<file path="src/rtl/pipe_hazard_ctrl.sv">
// Pipeline hazard controller: load-use, taken-branch and matrix-op stall/flush
// plus matrix unit sequencing with watchdog. Optional stats via HAZARD_STATS_EN.
//
// Ports:
//   clk, rst (sync, active-low)
//   id_rs1/id_rs2/id_rs1_used/id_rs2_used/id_mat_valid : ID stage info
//   ex_rd/ex_mem_read/ex_branch_taken                  : EX stage info
//   mat_done                                           : matrix completion pulse
//   pc_stall/if_id_stall/if_id_flush/id_ex_flush       : pipeline controls
//   mat_start/mat_busy/mat_err                         : matrix sequencing
//   stat_stall_cycles/stat_flushes/stat_mat_ops        : saturating counters
//
// Macro HAZARD_STATS_EN enables the stat_* counters; otherwise they read 0.
module pipe_hazard_ctrl #(
    parameter int MAT_TIMEOUT = 1024,
    parameter int CNT_W       = 11
) (
    input  logic        clk,
    input  logic        rst,
    input  logic [4:0]  id_rs1,
    input  logic [4:0]  id_rs2,
    input  logic        id_rs1_used,
    input  logic        id_rs2_used,
    input  logic        id_mat_valid,
    input  logic [4:0]  ex_rd,
    input  logic        ex_mem_read,
    input  logic        ex_branch_taken,
    input  logic        mat_done,
    output logic        pc_stall,
    output logic        if_id_stall,
    output logic        if_id_flush,
    output logic        id_ex_flush,
    output logic        mat_start,
    output logic        mat_busy,
    output logic        mat_err,
    output logic [31:0] stat_stall_cycles,
    output logic [31:0] stat_flushes,
    output logic [31:0] stat_mat_ops
);

    typedef enum logic [1:0] {
        S_IDLE,
        S_ISSUE,
        S_WAIT,
        S_DONE
    } state_t;

    localparam bit             WD_EN   = (MAT_TIMEOUT != 0);
    localparam logic [CNT_W-1:0] TO_LAST = CNT_W'(MAT_TIMEOUT - 1);

    state_t           state_q, state_d;
    logic [CNT_W-1:0] cnt_q, cnt_d;
    logic             err_q, err_d;

    logic lu;
    logic wd_hit;
    logic pc_stall_c, if_id_stall_c, if_id_flush_c;
    logic id_ex_flush_c, mat_start_c, mat_busy_c;

    assign lu = ex_mem_read & (ex_rd != 5'd0) &
                ((id_rs1_used & (id_rs1 == ex_rd)) |
                 (id_rs2_used & (id_rs2 == ex_rd)));

    assign wd_hit = WD_EN && (cnt_q == TO_LAST);

    always_comb begin
        state_d       = state_q;
        cnt_d         = cnt_q;
        err_d         = err_q;
        pc_stall_c    = 1'b0;
        if_id_stall_c = 1'b0;
        if_id_flush_c = 1'b0;
        id_ex_flush_c = 1'b0;
        mat_start_c   = 1'b0;
        mat_busy_c    = 1'b0;
        unique case (state_q)
            S_IDLE: begin
                if (ex_branch_taken) begin
                    if_id_flush_c = 1'b1;
                    id_ex_flush_c = 1'b1;
                end else if (lu) begin
                    pc_stall_c    = 1'b1;
                    if_id_stall_c = 1'b1;
                    id_ex_flush_c = 1'b1;
                end else if (id_mat_valid) begin
                    pc_stall_c    = 1'b1;
                    if_id_stall_c = 1'b1;
                    id_ex_flush_c = 1'b1;
                    state_d       = S_ISSUE;
                end
            end
            S_ISSUE: begin
                mat_start_c   = 1'b1;
                mat_busy_c    = 1'b1;
                pc_stall_c    = 1'b1;
                if_id_stall_c = 1'b1;
                id_ex_flush_c = 1'b1;
                cnt_d         = '0;
                state_d       = S_WAIT;
            end
            S_WAIT: begin
                mat_busy_c    = 1'b1;
                pc_stall_c    = 1'b1;
                if_id_stall_c = 1'b1;
                id_ex_flush_c = 1'b1;
                cnt_d         = cnt_q + CNT_W'(1);
                // Completion takes precedence over a coincident timeout.
                if (mat_done) begin
                    state_d = S_DONE;
                end else if (wd_hit) begin
                    err_d   = 1'b1;
                    state_d = S_DONE;
                end
            end
            S_DONE: begin
                state_d = S_IDLE;
            end
            default: begin
                state_d = S_IDLE;
            end
        endcase
    end

    always_ff @(posedge clk) begin
        if (!rst) begin
            state_q <= S_IDLE;
            cnt_q   <= '0;
            err_q   <= 1'b0;
        end else begin
            state_q <= state_d;
            cnt_q   <= cnt_d;
            err_q   <= err_d;
        end
    end

    // Every output is forced low while reset is held.
    assign pc_stall    = rst & pc_stall_c;
    assign if_id_stall = rst & if_id_stall_c;
    assign if_id_flush = rst & if_id_flush_c;
    assign id_ex_flush = rst & id_ex_flush_c;
    assign mat_start   = rst & mat_start_c;
    assign mat_busy    = rst & mat_busy_c;
    assign mat_err     = rst & err_q;

`ifdef HAZARD_STATS_EN
    logic [31:0] stall_q, flush_q, ops_q;

    always_ff @(posedge clk) begin
        if (!rst) begin
            stall_q <= '0;
            flush_q <= '0;
            ops_q   <= '0;
        end else begin
            if (pc_stall_c && (stall_q != '1)) stall_q <= stall_q + 32'd1;
            if (if_id_flush_c && (flush_q != '1)) flush_q <= flush_q + 32'd1;
            if (mat_start_c && (ops_q != '1)) ops_q <= ops_q + 32'd1;
        end
    end

    assign stat_stall_cycles = rst ? stall_q : 32'd0;
    assign stat_flushes      = rst ? flush_q : 32'd0;
    assign stat_mat_ops      = rst ? ops_q   : 32'd0;
`else
    assign stat_stall_cycles = 32'd0;
    assign stat_flushes      = 32'd0;
    assign stat_mat_ops      = 32'd0;
`endif

endmodule

</file>
<file path="config.mk">
export PLATFORM = sky130hd
export DESIGN_NAME = pipe_hazard_ctrl
export DESIGN_NICKNAME = d
export VERILOG_FILES = /design/src/rtl/pipe_hazard_ctrl.sv
export SDC_FILE = /design/constraint.sdc
export NUM_CORES = 1
export LEC_CHECK = 0
export CAP_MARGIN = 20
export CORE_MARGIN = 1.5
export CORE_UTILIZATION = 37
export DETAILED_ROUTE_END_ITERATION = 10
export PLACE_DENSITY = 0.87
export SYNTH_ARGS = -nofsm -noshare
export SYNTH_HDL_FRONTEND = slang
export SYNTH_SLANG_ARGS = --single-unit
</file>
<file path="constraint.sdc">
create_clock -name clk -period 5.39 [get_ports clk]
set_input_delay 0.8085 -clock clk [delete_from_list [all_inputs] [get_ports clk]]
set_output_delay 0.8085 -clock clk [all_outputs]
set_load 0.02 [all_outputs]
</file>
==> results of run 1 <==
==> final timing paths <==
kind | start | endpoint | slack (ns) | cells past startpoint
max | ex_rd[4] | if_id_stall | 1.21 | 7
min | err_q | err_q | 0.47 | 2
max reg2reg | state_q[0] | cnt_q[8] | 3.53 | 5
min reg2reg | err_q | err_q | 0.47 | 2
==> metrics by stage <==
step	total power, mW	hold WS, ns	setup slack [ns]	utilization
2_1_floorplan	0.3973	0.4317	2.006	-
3_3_place_gp	0.4190	0.4553	1.278	0.3759
3_5_place_dp	0.4207	0.4602	1.241	0.3759
4_1_cts	0.5285	0.4826	1.216	0.3886
5_1_grt	0.5629	0.5055	1.067	0.3886
6_report	0.5280	0.4736	1.211	0.3886
==> power breakdown <==
| group | internal [mW] | switching, mW |
|---|---|---|
| registers | 0.113 | 0.00961 |
| clock network | 0.0649 | 0.0395 |
| logic | 0.113 | 0.188 |
| total | 0.291 | 0.237 |
==> routing by layer <==
metal / vias up / wire (um)
li1: 528 / -
met1: 490 / 1012
met2: 73 / 1166
met3: 3 / 244
met4: 0 / 30
met5: - / 0
==> sequential cells by signal, indices dropped and copies added (netlist names) <==
register  count
err_q         1
state_q       2
cnt_q        11
==> worst register-to-register path, cell delays in order (launching register included) <==
cell and delay (ns):
dfxtp_1 0.39, inv_1 0.10, ha_1 0.43, inv_1 0.13, o21ai_1 0.55, nor2_1 0.11
==> synthesized netlist by cell type (2+ instances only) <==
cell type / number
a21oi_1: 3
and2_1: 2
and3_1: 3
and3b_1: 2
buf_4: 98
dfxtp_1: 14
ha_1: 6
inv_1: 5
nand2_1: 9
nand3_1: 5
nand4_1: 4
nor2_1: 10
o21ai_0: 3
or3_1: 4
xnor2_1: 12
xor2_1: 6
==> kinds of logic (layout without fill, tap and decap cells) <==
logic type / count (synthesis) / after routing
mux: 1 / 1
other cells: 1 / 96
flops: 14 / 14
xor+xnor: 18 / 18
fa+ha+maj: 6 / 6
buf+inv: 103 / 38
compound gates: 15 / 15
simple gates: 44 / 44
==> layout make-up <==
class / count / area (um^2)
well taps: 52 / 65.06
repair buffers: 29 / 290.3
inverters: 5 / 18.77
fillers: 448 / 2644
multi-input cells: 180 / 970.9
flip-flops and latches: 14 / 280.3
clock buffers: 4 / 55.05
==> flow_summary.toml, run 1 <==
[logic_synthesis]
synthAdderAreaFrac = 0.04552
synth_top_family_by_area = "buffers and inverters"
synthesis.area_per_instance_um2 = 8.164
syn-cell-area_um2 = 1649
post_synth_mux_area_share = 0.006070
synth_top_area_frac = 0.4461
synthXorXnorAreaFrac = 0.09560
yosys_register_bits = 14
synth-edff-count = 0
synthArstFlopShare = 0
synth-compound-area-share = 0.08118
synth.yosys.warnings = 0
synth_area_leaders = "buf_4 45%, dfxtp_1 17%, xnor2_1 6.4%, ha_1 4.6%, xor2_1 3.2%"
yosys.area_share.simple = 0.1419
postSynthCellCount = 202
synth_flop_cell = "dfxtp_1"
synth_largest_area_cell = "buf_4"
synth.yosys.seq_area_share = 0.1700
synthDistinctLibCells = 32

[global_routing]
globalRouteMet2Util = 0.1630
antenna_found_initial = 0
grt.overflow.total = 0
grt.met3_usage = 0.02907
gr-max-usage-layer = "met2"
met1_track_utilization_from_global_routing = 0.1056
grt_pass1_wl_um = 3677
grt_pass1_vias = 840
grt_start_max_net_pins = 11
global_route.usage.total = 0.09433

[clock_network]
clock_sinks = 14
cts_repair_resize_count = 0
cts_tree = "done"
clock_edge_transition_at_the_registers_on_the_reported_setup_and_hold_paths_ns = 0.06
cts.repair_timing.setup_buffer_count = 0
longest_clk_path_bufs = 2
tritoncts.num_buffers = 3
cts_hold_repair.buffers = 0
htreeDepth = 1
clock_insertion_delay_worst_skew_ns = 0.25
clock_tree.root_cell = "clkbuf_8"

[worst_setup_path]
path_max_fanout = 4
worstPathCellList = "clkdlybuf4s50_1 > xnor2_1 > nand4_1 > o22ai_1 > a22oi_1 > o41ai_1 > clkdlybuf4s50_1"
worst-endpoint-required_ns = 4.58
setup.worst_path.end_class = "primary output"
worst_path_max_delay_cell = "clkdlybuf4s50_1"
critPathTopFamily = "buffers and inverters"
critical_path.n_buffers_inverters = 2
timing.critical_path.slowest_cell_delay_ns = 0.70
setup_crit_path_kind = "in -> out"
cp_common_cell = "clkdlybuf4s50_1"
worst_path_arrival_ns = 3.37
element_type_at_the_critical_path_start = "primary input"

[outcome]
run_status = "complete, no violations"

[power]
ir_worst_vdd_mv = 0.2225
leakagePower_nw = 0.7915
power.density_cell_area_nw_per_um2 = 314.2

[placement]
place.gp.congestion = 0.8128
dp.cells = 280
place_area_um2 = 1625
place.detailed.hpwl_um = 1981
portBuffers = 29

[sta]
final.setup_skew_ns = 0.003718
timing.fmax_ghz = 0.2393
finalMaxSlewViolations = 0
timing.final.crit_period_ns = 4.179
grt_setup_unrepaired = "no"
max_slew.worst_pin.slew_ns = 0.6555
fin_crit_sh = 0.7753
final_hold_violation_count = 0
setup_viol = 0
timing.setup.tns_ns = 0
relSlewSlack = 0.5601

[final_layout]
final_cells = 284
area_growth_syn_to_layout_pct = 1.897
most_common_library_cell_in_the_layout_ignoring_fill_and_taps = "conb_1"
layout.cells.most_common_list = "96 x conb_1, 29 x clkdlybuf4s50_1, 14 x dfxtp_1"
drive_above_1_share = 0.03879
finish.net_count = 262
insertedDiodeCount = 0
design_area_um2 = 1680

[routing]
detail_route.first_pass.iterations = 4
drt-wirelength-per-cell_um = 8.637
ant_nets = 0
route.final.wire_length_um = 2453
avgViaCountPerCell = 3.852
via_count_of_the_routed_design = 1094
drc = 0
detail_route.iter0.violations = 23

[floorplanning]
die_footprint_um2 = 4866
core_area_um2 = 4324
start_util = 0.3814
die_h_um = 69.76
io_pins = 126
die_width_um = 69.76
rows = 24

[min_path]
timing.hold.worst.class = "reg -> reg"

[flow_run]
cap_violations = 0
Power figures use the tool's default switching activity.
==> run 2, diff against run 1 <==
--- a/config.mk
+++ b/config.mk
@@ -7,9 +7,9 @@
 export LEC_CHECK = 0
 export CAP_MARGIN = 20
 export CORE_MARGIN = 1.5
-export CORE_UTILIZATION = 37
+export CORE_UTILIZATION = 31
 export DETAILED_ROUTE_END_ITERATION = 10
-export PLACE_DENSITY = 0.87
+export PLACE_DENSITY = 0.78
 export SYNTH_ARGS = -nofsm -noshare
 export SYNTH_HDL_FRONTEND = slang
 export SYNTH_SLANG_ARGS = --single-unit
==> constraint.sdc (replaced) <==
create_clock -name clk -period 3.8 [get_ports clk]
set_input_delay 0.57 -clock clk [delete_from_list [all_inputs] [get_ports clk]]
set_output_delay 0.57 -clock clk [all_outputs]
set_load 0.02 [all_outputs]
==> run 2 against run 1 <==
Wire length rose by 0.12%. Worst setup slack got worse by 0.78 ns. Clock power rose by 12%. Hold slack improved by 0.0047 ns. Sequential power rose by 42%. Non-clock buffer count rose by 1. Global-route usage fell by 1.6 points. Register-to-register slack got worse by 1.6 ns. Critical path depth did not move. Critical path type unchanged. Final cell count rose by 6.3%. Total power rose by 35%. Cell area rose by 0.97%.
==> flow_summary.toml, run 2 (synthesized netlist as in run 1, its figures left out) <==
[global_routing]
grt.overflow.total = 0
global_route.usage.total = 0.07816
grt_pass1_wl_um = 3808
grt_start_max_net_pins = 11
antenna_found_initial = 0
grt_pass1_vias = 914

[worst_setup_path]
reg2reg_from = "state_q[1]"
setup.worst_path.end = "if_id_stall"
reg2reg_to = "cnt_q[2]"
timing.critical_path.slowest_cell_delay_ns = 0.68
worst_path_arrival_ns = 2.80
reg2reg_setup_slack_ns = 1.93
worst_path_max_delay_cell = "clkdlybuf4s50_1"
worstPathCellList = "clkdlybuf4s50_1 > xnor2_1 > nand4_1 > o22ai_1 > a22oi_1 > o41ai_1 > clkdlybuf4s50_1"
element_type_at_the_critical_path_start = "primary input"
setup.worst_path.end_class = "primary output"
crit_path_start = "ex_rd[3]"
path_max_fanout = 3
worst-endpoint-required_ns = 3.23
worst_r2r_path_depth = 5
cp_common_cell = "clkdlybuf4s50_1"
setup_crit_path_kind = "in -> out"

[power]
clkPwrFrac = 0.162
ir_worst_vdd_mv = 0.2246
power_frac_comb = 0.592
leakagePower_nw = 0.7897
net-switching-power_mw = 0.3222
internal_power_mw = 0.3917
seqPwrFrac = 0.246
power.density_cell_area_nw_per_um2 = 420.7
p_total_mw = 0.7138
swShare = 0.4513

[clock_network]
clock_sinks = 14
longest_clk_path_bufs = 2
cts_hold_repair.buffers = 0
cts.repair_timing.setup_buffer_count = 0
cts_tree = "done"
clock_insertion_delay_worst_skew_ns = 0.24
cts_repair_resize_count = 0
htreeDepth = 1
clock_edge_transition_at_the_registers_on_the_reported_setup_and_hold_paths_ns = 0.05
tritoncts.num_buffers = 3
clock_tree.root_cell = "clkbuf_8"

[routing]
detail_route.first_pass.iterations = 4
ant_nets = 0
detail_route.iter0.violations = 16
drt-wirelength-per-cell_um = 8.132
via_count_of_the_routed_design = 1071
drc = 0
avgViaCountPerCell = 3.546
route.final.wire_length_um = 2456

[final_layout]
finish.net_count = 263
insertedDiodeCount = 0
multi_input_area_um2 = 970.9
final-seq-area_um2 = 280.3
largest-register = "cnt_q"
largest_register_ffs = 11
final_util = 0.3322
layout.cells.most_common_list = "96 x conb_1, 29 x clkdlybuf4s50_1, 14 x dfxtp_1"
drive_above_1_share = 0.03879
area_growth_syn_to_layout_pct = 2.883
most_common_library_cell_in_the_layout_ignoring_fill_and_taps = "conb_1"
layout_filler_cell_count = 556
largest_registers = "cnt_q (11), state_q (2), err_q (1)"

[placement]
place.gp.congestion = 0.7250
place.detailed.hpwl_um = 2096
portBuffers = 29

[sta]
whs_ns = 0.4783
timing.fmax_ghz = 0.2966
finalMaxSlewViolations = 0
final_hold_violation_count = 0
max_slew.worst_pin.slew_ns = 0.6700
fin_crit_sh = 0.8873
grt_setup_unrepaired = "no"
final.setup_skew_ns = 0.0008265
setup_viol = 0
relSlewSlack = 0.5503
timing.final.crit_period_ns = 3.372
timing.setup.tns_ns = 0

[floorplanning]
core_area_um2 = 5107
start_util = 0.3229
rows = 26
die_h_um = 75.94
io_pins = 126
die_footprint_um2 = 5766
die_width_um = 75.94

[min_path]
worstHoldStart = "err_q"
timing.hold.worst.class = "reg -> reg"

[outcome]
run_status = "complete, no violations"

[flow_run]
cap_violations = 0
-- run 2: worst max-delay path: cells and delay by family --
| kind | cells | cell delay [ns] |
|---|---|---|
| and+or+nand+nor | 1 | 0.10 |
| buffers and inverters | 2 | 1.23 |
| xor gates and xnor gates | 1 | 0.14 |
| AOI/OAI and AO/OA | 3 | 0.75 |
-- run 2: routing by layer --
metal	wire length [um]	share of wire	global-route usage
met4	26	0.011	0.03519
met5	0	0	0
met3	177	0.072	0.01446
met1	964	0.39	0.09157
met2	1288	0.52	0.1378
-- run 2: how the worst min path moves through the flow --
stage                           to  slack [ns]  cells past startpoint
after floorplan              err_q        0.43                      2
after global placement       err_q        0.45                      2
after detailed placement     err_q        0.47                      2
after CTS                    err_q        0.48                      2
after global routing      cnt_q[1]        0.51                      2
final                        err_q        0.48                      2
-- run 2: through the flow --
step	area [um^2]	setup slack (ns)	std cells
finish	1697	0.4284	302
global route	1697	0.2175	302
CTS	1697	0.4062	302
detailed placement	1655	0.4128	299
global placement	1655	0.4779	299
floorplan	2006	0.8925	297
-- run 2: area by class of cell --
cell class	instances	area share
clock buffers	3	0.02434
flip-flops and latches	14	0.1652
inverters	5	0.01106
multi-input cells	180	0.5723
repair buffers	30	0.1755
well taps	70	0.05162
-- run 2: power by group through the flow --
stage          clock network [mW]  logic [mW]  registers [mW]
2_1_floorplan                   0       0.390           0.174
3_3_place_gp                    0       0.415           0.176
3_5_place_dp                    0       0.420           0.178
4_1_cts                     0.118       0.424           0.175
5_1_grt                     0.126       0.457           0.178
6_report                    0.116       0.423           0.175
